## src/rtl/multicycle_control.sv

```systemverilog
// multicycle_control: LEGv8 multicycle sequencer (fetch/decode/exec/mem/wb, memory-ready stalls, illegal-opcode trap)
// Ports: CLK, Reset_L (sync active-low); Opcode = IR[31:21]; Zero = ALU flag used by CBZ; MemReady = memory access done.
//        SignOp/ALUOp/ALUSrc/Reg2Loc steer the datapath; MemRead/MemWrite/IRWrite/PCWrite/PCSrc/RegWrite/MemToReg are
//        datapath strobes and selects; InstrDone pulses on the last cycle of an instruction; Trap is sticky until reset;
//        State exposes the sequencer state for debug.
module multicycle_control (
    input  logic        CLK,
    input  logic        Reset_L,
    input  logic [10:0] Opcode,
    input  logic        Zero,
    input  logic        MemReady,
    output logic [2:0]  SignOp,
    output logic [3:0]  ALUOp,
    output logic        ALUSrc,
    output logic        Reg2Loc,
    output logic        MemRead,
    output logic        MemWrite,
    output logic        IRWrite,
    output logic        PCWrite,
    output logic        PCSrc,
    output logic        RegWrite,
    output logic        MemToReg,
    output logic        InstrDone,
    output logic        Trap,
    output logic [2:0]  State
);
    typedef enum logic [2:0] {
        FETCH  = 3'b000,
        DECODE = 3'b001,
        EXEC   = 3'b010,
        MEM    = 3'b011,
        WB     = 3'b100,
        TRAP   = 3'b111
    } state_t;
    typedef enum logic [2:0] {C_R, C_I, C_LD, C_ST, C_B, C_CB, C_MZ} cls_t;

    state_t     state;
    cls_t       cls, dec_cls;
    logic [3:0] op, dec_op;
    logic       dec_ok;
    logic       mem_read, mem_write, ir_write, pc_write, reg_write, done;

    function automatic logic [2:0] fmt(input cls_t c);
        case (c)
            C_LD, C_ST: fmt = 3'b001;
            C_B:        fmt = 3'b010;
            C_CB:       fmt = 3'b011;
            C_MZ:       fmt = 3'b100;
            default:    fmt = 3'b000;
        endcase
    endfunction

    // op carries the EXEC/MEM ALU operation for every class, so MEM can hold it without re-decoding
    always_comb begin
        dec_ok  = 1'b1;
        dec_cls = C_R;
        dec_op  = 4'b0000;
        casez (Opcode)
            11'b10001011000: dec_op = 4'b0010;
            11'b11001011000: dec_op = 4'b0110;
            11'b10001010000: dec_op = 4'b0000;
            11'b10101010000: dec_op = 4'b0001;
            11'b1001000100?: begin dec_cls = C_I;  dec_op = 4'b0010; end
            11'b1101000100?: begin dec_cls = C_I;  dec_op = 4'b0110; end
            11'b11111000010: begin dec_cls = C_LD; dec_op = 4'b0010; end
            11'b11111000000: begin dec_cls = C_ST; dec_op = 4'b0010; end
            11'b000101?????: dec_cls = C_B;
            11'b10110100???: begin dec_cls = C_CB; dec_op = 4'b0111; end
            11'b110100101??: begin dec_cls = C_MZ; dec_op = 4'b0111; end
            default:         dec_ok = 1'b0;
        endcase
    end

    always_ff @(posedge CLK) begin
        if (!Reset_L) begin
            state <= FETCH;
            cls   <= C_R;
            op    <= 4'b0000;
        end else begin
            case (state)
                FETCH:  if (MemReady) state <= DECODE;
                DECODE: begin
                    state <= dec_ok ? EXEC : TRAP;
                    if (dec_ok) begin
                        cls <= dec_cls;
                        op  <= dec_op;
                    end
                end
                EXEC:   state <= (cls == C_B || cls == C_CB) ? FETCH : (cls == C_LD || cls == C_ST) ? MEM : WB;
                MEM:    if (MemReady) state <= (cls == C_LD) ? WB : FETCH;
                WB:     state <= FETCH;
                default: state <= TRAP;
            endcase
        end
    end

    always_comb begin
        SignOp    = 3'b000;
        ALUOp     = 4'b0000;
        ALUSrc    = 1'b0;
        Reg2Loc   = 1'b0;
        PCSrc     = 1'b0;
        MemToReg  = 1'b0;
        mem_read  = 1'b0;
        mem_write = 1'b0;
        ir_write  = 1'b0;
        pc_write  = 1'b0;
        reg_write = 1'b0;
        done      = 1'b0;
        case (state)
            FETCH: begin
                mem_read = 1'b1;
                ir_write = MemReady;
                pc_write = MemReady;
            end
            DECODE: SignOp = fmt(dec_cls);
            EXEC: begin
                SignOp   = fmt(cls);
                ALUOp    = op;
                ALUSrc   = cls inside {C_I, C_LD, C_ST, C_MZ};
                Reg2Loc  = cls inside {C_ST, C_CB};
                pc_write = cls == C_B || (cls == C_CB && Zero);
                PCSrc    = cls == C_B || (cls == C_CB && Zero);
                done     = cls inside {C_B, C_CB};
            end
            MEM: begin
                SignOp    = fmt(cls);
                ALUOp     = op;
                mem_read  = cls == C_LD;
                mem_write = cls == C_ST;
                done      = cls == C_ST && MemReady;
            end
            WB: begin
                reg_write = 1'b1;
                MemToReg  = cls == C_LD;
                done      = 1'b1;
            end
            default: ;
        endcase
    end

    // strobes are gated combinationally so nothing fires during the reset cycle itself
    assign MemRead   = Reset_L & mem_read;
    assign MemWrite  = Reset_L & mem_write;
    assign IRWrite   = Reset_L & ir_write;
    assign PCWrite   = Reset_L & pc_write;
    assign RegWrite  = Reset_L & reg_write;
    assign InstrDone = Reset_L & done;
    assign Trap      = state == TRAP;
    assign State     = state;
endmodule

```

## config.mk

```make
export PLATFORM = sky130hd
export DESIGN_NAME = multicycle_control
export DESIGN_NICKNAME = d
export VERILOG_FILES = /design/src/rtl/multicycle_control.sv
export SDC_FILE = /design/constraint.sdc
export NUM_CORES = 1
export LEC_CHECK = 0
export CORE_MARGIN = 4
export CORE_UTILIZATION = 40
export CTS_BUF_LIST = sky130_fd_sc_hd__clkbuf_8
export DETAILED_ROUTE_END_ITERATION = 7
export PLACE_DENSITY = 0.8
export SYNTH_ARGS = -nofsm -noshare
export SYNTH_HDL_FRONTEND = slang
export SYNTH_SLANG_ARGS = --single-unit
```

## constraint.sdc

```tcl
create_clock -name CLK -period 3.6 [get_ports CLK]
set_input_delay 0.54 -clock CLK [delete_from_list [all_inputs] [get_ports CLK]]
set_output_delay 0.54 -clock CLK [all_outputs]
set_load 0.005 [all_outputs]
```

==> results of run 1 <==
==> stage by stage <==
stage / power [W] / area [um^2] / utilization
2_1_floorplan: 0.0001917 / 962.2 / -
6_report: 0.0003723 / 1368 / 0.6065
4_1_cts: 0.0003711 / 1368 / 0.6065
3_3_place_gp: 0.0002543 / 1323 / 0.5866
5_1_grt: 0.0003929 / 1368 / 0.6065
3_5_place_dp: 0.0002553 / 1323 / 0.5866
==> cell families (layout without fill, tap and decap cells) <==
family / count (synthesis) / after routing / synth area share
simple gates: 70 / 70 / 0.4278
compound gates: 37 / 37 / 0.2666
buf+inv: 14 / 48 / 0.05851
flops: 9 / 9 / 0.1873
fa+ha+maj: 2 / 2 / 0.02600
mux: 2 / 2 / 0.02081
other cells: 1 / 1 / 0.003897
xor+xnor: 1 / 1 / 0.009104
==> state kept, by name, indices dropped and copies added (netlist names) <==
name   count
State      3
cls        3
op         3
==> routing by layer <==
layer,share of wire,track usage,vias up
li1,-,-,565
met1,0.40,0.1981,520
met2,0.49,0.3197,49
met3,0.078,0.02715,8
met4,0.028,0.08609,0
met5,0,0,-
==> worst paths after layout <==
| path | depth (start not counted) | slack (ns) | endpoint |
|---|---|---|---|
| hold / removal | 2 | 0.46 | op[0] |
| setup / recovery | 7 | 0.60 | SignOp[0] |
| setup reg to reg | 4 | 1.90 | cls[1] |
| hold reg to reg | 2 | 0.46 | op[0] |
==> worst reg2reg max path: cells and delay by family (launching register included) <==
kind	cells	cell delay, ns
and+or+nand+nor	1	0.42
AOI/OAI and AO/OA	2	0.48
buffers and inverters	1	0.16
DFF	1	0.59
==> Yosys cell counts (all sizes together) (3+ instances only) <==
cell,number
nand2,14
nor2,14
dfxtp,9
inv,9
a21oi,8
o21ai,8
nor3,7
nand2b,5
nand3,5
and2,4
clkbuf,4
a31oi,3
nor2b,3
==> power by group through the flow <==
stage | combinational (W) | sequential (W) | clock [W]
floorplan | 0.0000768 | 0.000115 | 0
global placement | 0.000127 | 0.000128 | 0
detailed placement | 0.000128 | 0.000128 | 0
CTS | 0.000129 | 0.000126 | 0.000116
global route | 0.000143 | 0.000129 | 0.000121
finish | 0.000129 | 0.000127 | 0.000117
==> layout make-up <==
| cell class | count | area share |
|---|---|---|
| Timing Repair Buffer | 35 | 0.2543 |
| Tap cell | 28 | 0.02562 |
| Inverter | 9 | 0.02470 |
| Clock inverter | 1 | 0.002745 |
| Multi-Input combinational cell | 113 | 0.5307 |
| Sequential cell | 9 | 0.1317 |
| Clock buffer | 3 | 0.03019 |
==> run metrics, run 1 <==
# fillers=222; maximum vdd drop=between 150 and 200 uV; largest area contributor in the netlist=dfxtp_1; area of the multi-input gates=725.7 um^2; Setup crit start kind=input port; DRC Markers=0; Root Driver=clkbuf_8; post-placement cell count=between 150 and 200; die span in x=approximately 57 um; I/O Pins=36; Reg area=180.2 um^2; commonest non-fill, non-tap cell in the layout=clkdlybuf4s50_1; Worst-Margin Slew=0.6226 ns; Syn Inst Count=around 140; number of synthesized flops with an enable pin=0; status=finished, final reports clean; post_cts resized=0; Worst path top cell family by delay=buffers and inverters; clk_lat worst skew=about 0.23 ns; cell mode on critical path=clkdlybuf4s50_1; CTS Buffer Depth=2; Via Count=1,142; Total GRT Usage=0.1762; Critical path origin=Opcode[5]; Worst Hold Class=register to register; TritonCTS clock tree=built; final setup fails=0; I/O Buffers=34; area of the core=between 2000 and 2500 um^2; clock slew at reported path FFs=0.04 ns; Sum Neg Setup Slack=0 ns; CTS Sinks=9; power density over the cells=roughly 270 nW/um^2; slew margin rel.=0.5742; drt first-iter violations=39; RSZ-0062 raised after global routing=false; Setup Fix Bufs, Post-CTS=0; Peak Freq=around 330 MHz; WHS=around 0.46 ns; drt wl/cell=between 10 and 15 um; Seq cells post-synth=9; layout net count=188; max_cap viols=0; sw frac=0.3345; quantity of hold-fixing buffers added after cts=0; top cell type's share of synthesized area=0.1873; Clock Skews=~0.0028 ns; Routed WL=about 2.8 mm; Seq/Total Area, Yosys=0.1873; area growth from synthesis to layout=42.13%; Final period util=0.8320; Layout Cells excl Fill=198; Avg Cell Area, Syn=~7.1 um^2; die area=about 3300 um^2; starting density of the core=0.4267; worst-path fanout max=5; routability cong.=~0.88; Area contributors post-synth=dfxtp_1 19%, nand2_1 5.5%, nor2_1 5.5%; Final Critical Period=between 2 and 3 ns; min-delay src=op[0]; CTS Buf Count=3; largest net degree at the start of global routing=16; Clock power frac=0.313; Comb power frac=0.347; Buf+Inv Stages, Crit Path=3; H-tree depth=1; crit path cell chain=clkdlybuf4s50_1 > and4bb_2 > nand4_1 > inv_1 > o211ai_1 > o21ai_0 > clkdlybuf4s50_1; Power Internal=~0.00025 W; FF-to-FF Start=State[0]; synthesized cell area=962.2 um^2; ys flop type=dfxtp_1; die height=approximately 57 um; vias in the first global route=1,076; Mapped Nets=153; critical path required time=between 3 and 4 ns; Slew Viols, Final=0; grt total ovfl=0; dpl hpwl=2.235 mm; critical path's slowest cell=clkdlybuf4s50_1; CP max stage delay=around 0.53 ns; first-pass GRT wire length=4.678 mm; Flop pwr share=0.340; synth warn=0; DRT Pass-1 Iters=4; Via density=5.768; # diodes=0; Async SR Flop Fraction=0; worst path arrival time=2.46 ns; final worst-path setup slack=between 0.6 and 0.7 ns; Leak Pwr=just over 0.5 nW; share of cells above drive strength 1=0.07059; post-place setup slack=approximately 0.63 ns; final hold viol count=0; kind of critical path=input port to primary output; synth unique cells=49; Worst setup EP type=primary output; most frequent cells in the layout=34 x clkdlybuf4s50_1, 14 x nor2_1, 14 x nand2_1; initial antenna violation count=0; Antenna Nets Post-Route=0; FP Rows=17; Net Sw Power=about 0.00012 W
Note: power is estimated with default switching activity, not from simulation.
==> run 2: changes to the inputs <==
- clock period: 3.6 -> 3 ns (I/O delays scaled with it)
==> run 2 against run 1 <==
Final cell count grew 1.0%; first-iteration DRC count shrank 28%; flip-flop and latch count is the same; critical path type unchanged; utilization grew 0.67 points; total power grew 22%; highest routed layer unchanged; critical endpoint unchanged; register-to-register slack lost 0.36 ns; clock skew shrank 0.0019 ns; non-clock buffer count grew 2; sequential share of layout area shrank 0.14 points; clock power grew 19%.
==> run metrics, run 2 (synthesis results as in run 1) <==
status=finished, final reports clean; vias in the first global route=1,103 (+2.5%); met2 Use GR=0.3246 (+0.004894); Setup Fix Bufs, Post-CTS=0 (unchanged); cell mode on critical path=clkdlybuf4s50_1; area of the core=2255 um^2 (unchanged); drt wl/cell=14.23 um (+1.4%); FF-to-FF Start=State[1]; Peak Freq=around 360 MHz; CTS Sinks=9 (unchanged); starting density of the core=0.4267 (unchanged); I/O Pins=36 (unchanged); Sum Neg Setup Slack=0 ns (unchanged); final setup fails=0 (unchanged); Finished Cell Area=1383 um^2 (+1.1%); most frequent cells in the layout=34 x clkdlybuf4s50_1, 14 x nor2_1, 14 x nand2_1; CTS Buffer Depth=2 (unchanged); quantity of hold-fixing buffers added after cts=0 (unchanged); # fillers=235 (+5.9%); die area=3254 um^2 (unchanged); critical path's slowest cell=clkdlybuf4s50_1; CP max stage delay=0.53 ns (about the same); met3 Use GR=0.01810 (-0.009050); largest net degree at the start of global routing=15 (-1); Via Count=1,125 (-1.5%); I/O Buffers=34 (unchanged); overall power=0.0004530 W (+22%); commonest non-fill, non-tap cell in the layout=clkdlybuf4s50_1; # diodes=0 (unchanged); max_cap viols=0 (unchanged); Worst setup EP type=primary output; DRC Markers=0 (unchanged); kind of critical path=input port to primary output; initial antenna violation count=0 (unchanged); crit path cell chain=clkdlybuf4s50_1 > and4bb_2 > nand4_1 > inv_1 > o211ai_1 > o21ai_0 > clkdlybuf4s50_1; Routed WL=2.846 mm (+2.4%); die height=57.05 um (unchanged); post-placement cell area=1338 um^2 (+1.1%); clock slew at reported path FFs=0.05 ns (about the same); critical path required time=2.55 ns (-0.51 ns); Clock Skews=0.0008580 ns (-0.001932 ns); die span in x=57.05 um (unchanged); Final period util=0.9282; share of cells above drive strength 1=0.08140 (+0.01081); GRT busiest layer=met2; DRT Pass-1 Iters=4 (unchanged); TritonCTS clock tree=built; Leak Pwr=0.5145 nW (+2.0%); post-layout util=0.6132 (+0.006660); grt total ovfl=0 (unchanged); drt first-iter violations=28 (-28%); final hold viol count=0 (unchanged); slew margin rel.=0.5788 (+0.004640); RSZ-0062 raised after global routing=false; WHS=0.4538 ns (-0.006152 ns); Setup crit start kind=input port; min-delay src=op[2]; Via density=5.625 (-2.5%); CTS Buf Count=3 (unchanged); FP Rows=17 (unchanged); Worst Hold Class=register to register; Slew Viols, Final=0 (unchanged); Worst-Margin Slew=0.6158 ns (-0.006784 ns); layout net count=190 (+1.1%); maximum vdd drop=180.9 uV (+3.4%); Antenna Nets Post-Route=0 (unchanged); worst-path fanout max=5 (unchanged); dpl hpwl=2.289 mm (+2.4%); first-pass GRT wire length=4.491 mm (-4.0%); routability cong.=0.8815 (+0.57%); Critical path origin=Opcode[5]; area growth from synthesis to layout=43.69%; H-tree depth=1 (unchanged); post_cts resized=0 (unchanged); met1 usage=0.1705 (-0.02760); Root Driver=clkbuf_8; Total GRT Usage=0.1691 (-0.007111); power density over the cells=327.6 nW/um^2 (+20%); Final Critical Period=roughly 2.8 ns; clk_lat worst skew=0.23 ns (about the same); worst path arrival time=2.33 ns (-0.13 ns)
run 2: changes by cell type in the layout (fill, tap and decap cells not counted), sizes merged:
| cell | change |
|---|---|
| buf | +2 |
run 2: path summary, 6_finish.rpt:
| check | to | slack (ns) | cells past startpoint |
|---|---|---|---|
| hold reg to reg | op[2] | 0.45 | 2 |
| hold / removal | op[2] | 0.45 | 2 |
| setup / recovery | SignOp[0] | 0.22 | 7 |
| setup reg to reg | cls[1] | 1.54 | 3 |
run 2: worst max-delay path: cells and delay by family:
kind            cells  cell delay, ns
compound gates      2            0.18
buf+inv             3            1.14
simple gates        2            0.57
run 2: per-layer routing:
layer  wire length [um]  vias up
li1                   -      569
met1               1157      500
met2               1434       48
met3                178        8
met4                 76        0
met5                  0        -
run 2: report_power, final:
group | internal (W) | leakage [nW] | switching (W)
Clock | 0.0000893 | 0.0269 | 0.0000501
Combinational | 0.0000851 | 0.415 | 0.0000859
Sequential | 0.000128 | 0.0730 | 0.0000150
Total | 0.000302 | 0.514 | 0.000151
run 2: cell type report:
type	count	area (um^2)	area share
multi-input cells	113	725.7	0.5249
flip-flops and latches	9	180.2	0.1303
clock buffers	3	41.29	0.02986
clock inverters	1	3.754	0.002715
well taps	28	35.03	0.02534
inverters	9	33.78	0.02443
repair buffers	37	362.8	0.2624
run 2: metrics by stage:
stage	setup WS [ns]	instances
after floorplan	1.214	136
after global placement	0.2162	196
after detailed placement	0.2165	196
after CTS	0.2079	200
after global routing	0.08023	200
final	0.2154	200
==> run 3: changes to the inputs <==
--- a/config.mk
+++ b/config.mk
@@ -11,2 +11,3 @@
 export DETAILED_ROUTE_END_ITERATION = 7
+export HOLD_SLACK_MARGIN = 0.06
 export PLACE_DENSITY = 0.8
--- a/constraint.sdc
+++ b/constraint.sdc
@@ -3,2 +3,2 @@
 set_output_delay 0.45 -clock CLK [all_outputs]
-set_load 0.005 [all_outputs]
+set_load 0.05 [all_outputs]
==> run 3 against run 2 <==
Total power increased by 12%; wire length decreased by 2.6%; flip-flop and latch count unchanged; clock-buffer cell count unchanged; cell area increased by 2.7%; worst hold slack improved by 0.0072 ns; largest cell class unchanged.
==> run metrics, run 3 (synthesis results as in run 1) <==
Reg area=180.2 um^2 (unchanged); Root Driver=clkbuf_8; status=finished, final reports clean; commonest non-fill, non-tap cell in the layout=clkdlybuf4s50_1; critical path's slowest cell=clkdlybuf4s50_1; area growth from synthesis to layout=47.59%; Net Sw Power=0.0002079 W (+38%); die area=3254 um^2 (unchanged); CTS Buf Count=3 (unchanged); power density over the cells=358.2 nW/um^2 (+9.3%); final hold viol count=0 (unchanged); Worst path top cell family by delay=buffers and inverters; # diodes=0 (unchanged); dpl hpwl=2.275 mm (-0.63%); drt first-iter violations=25 (-11%); Slew Viols, Final=0 (unchanged); Layout Cells excl Fill=199 (-0.50%); DRC Markers=0 (unchanged); CP max stage delay=0.51 ns (-0.02 ns); Final Critical Period=2.596 ns (-0.1885 ns); post-place setup slack=0.4126 ns (+0.1962 ns); worst path arrival time=2.15 ns (-0.18 ns); CTS Sinks=9 (unchanged); sw frac=0.4087 (+0.07520); area of the multi-input gates=743.2 um^2 (+2.4%); Sum Neg Setup Slack=0 ns (unchanged); worst-path fanout max=5 (unchanged); maximum vdd drop=258.0 uV (+43%); Final period util=0.8654 (-0.06283); Total GRT Usage=0.1689 (about the same); CTS Buffer Depth=2 (unchanged); kind of critical path=input port to primary output; Antenna Nets Post-Route=0 (unchanged); crit path cell chain=clkdlybuf4s50_1 > and4bb_2 > nand4_1 > o21ai_0 > buf_12; H-tree depth=1 (unchanged); Worst path depth=5 (-2); Setup crit start kind=input port; DRT Pass-1 Iters=4 (unchanged); initial antenna violation count=0 (unchanged); final worst-path setup slack=0.4039 ns (+0.1885 ns); most frequent cells in the layout=25 x clkdlybuf4s50_1, 14 x nor2_1, 14 x nand2_1; critical path required time=2.55 ns (about the same); clk_lat worst skew=0.23 ns (about the same); starting density of the core=0.4267 (unchanged); routability cong.=0.9002 (+2.1%); quantity of hold-fixing buffers added after cts=0 (unchanged); Worst-Margin Slew=0.4973 ns (-0.1185 ns); post_cts resized=0 (unchanged); Worst Hold Class=register to register; worst reg2reg path depth=4 (+1); RSZ-0062 raised after global routing=false; die height=57.05 um (unchanged); # fillers=217 (-7.7%); Routed WL=2.773 mm (-2.6%); drt wl/cell=13.93 um (-2.1%); vias in the first global route=1,071 (-2.9%); Clock Skews=0.001043 ns (+0.0001847 ns); die span in x=57.05 um (unchanged); Clock power frac=0.270 (-0.038); area of the core=2255 um^2 (unchanged); Setup Fix Bufs, Post-CTS=0 (unchanged); overall power=0.0005087 W (+12%); layout net count=189 (-0.53%); Flop pwr share=0.300 (-0.015); I/O Buffers=34 (unchanged); post-placement cell count=195 (-0.51%); I/O Pins=36 (unchanged); Peak Freq=385.2 MHz (+7.3%); first-pass GRT wire length=4.450 mm (-0.91%); FP Rows=17 (unchanged); grt total ovfl=0 (unchanged); Buf+Inv Stages, Crit Path=2 (-1); clock slew at reported path FFs=0.05 ns (about the same); Via Count=1,141 (+1.4%); largest net degree at the start of global routing=16 (+1); slew margin rel.=0.6674 (+0.08858); Power Internal=0.0003008 W (-0.37%); Via density=5.734 (+1.9%); Worst setup EP type=primary output; Leak Pwr=0.5400 nW (+5.0%); share of cells above drive strength 1=0.1462 (+0.06480); TritonCTS clock tree=built; final setup fails=0 (unchanged); Comb power frac=0.430 (+0.052); max_cap viols=0 (unchanged); hold path depth=2 (unchanged)
## run 3: changes by cell type in the layout (fill, tap and decap cells not counted)
cell / delta
nor4b_2: +1
a2111oi_0: -1
clkdlybuf4s50_1: -9
buf_12: +4
nor4b_1: -1
nor3_1: -1
nor3_2: +1
buf_4: +4
a2111oi_2: +1
## run 3: worst paths after layout
kind	start	slack (ns)	endpoint
setup / recovery	Opcode[5]	0.40	SignOp[2]
hold / removal	op[2]	0.46	op[2]
setup reg to reg	State[0]	1.25	op[0]
hold reg to reg	op[2]	0.46	op[2]
## run 3: final cells by class
class,instances,share of cell area
Multi-Input combinational cell,113,0.5233
Clock inverter,1,0.002643
Sequential cell,9,0.1269
Timing Repair Buffer,36,0.2696
Inverter,9,0.02379
Tap cell,28,0.02467
Clock buffer,3,0.02907
## run 3: routing by layer
layer,up-vias,GRT usage,part of all wire
met5,-,0,0
met2,47,0.3181,0.51
met3,4,0.01357,0.065
met4,0,0.09603,0.017
met1,517,0.1823,0.40
li1,573,-,-
## run 3: worst register-to-register path, stage by stage (launching register included)
cell     delay (ns)
dfxtp_1        0.61
inv_1          0.17
or3_1          0.44
a21oi_4        0.25
mux2i_1        0.22
## run 3: stage by stage
step                      instance area [um^2]    util  hold WS [ns]
after floorplan                          979.7       -        0.4301
after detailed placement                  1375  0.6099        0.4588
after CTS                                 1420  0.6299        0.4653
after global placement                    1375  0.6099        0.4415
final                                     1420  0.6299        0.4610
after global routing                      1420  0.6299        0.4855
## run 3: power by group through the flow
stage / sequential, W / combinational (W) / clock, W
after detailed placement: 0.000155 / 0.000216 / 0
after CTS: 0.000152 / 0.000218 / 0.000141
after global routing: 0.000156 / 0.000232 / 0.000147
after global placement: 0.000155 / 0.000215 / 0
after floorplan: 0.000162 / 0.000127 / 0
final: 0.000153 / 0.000219 / 0.000137
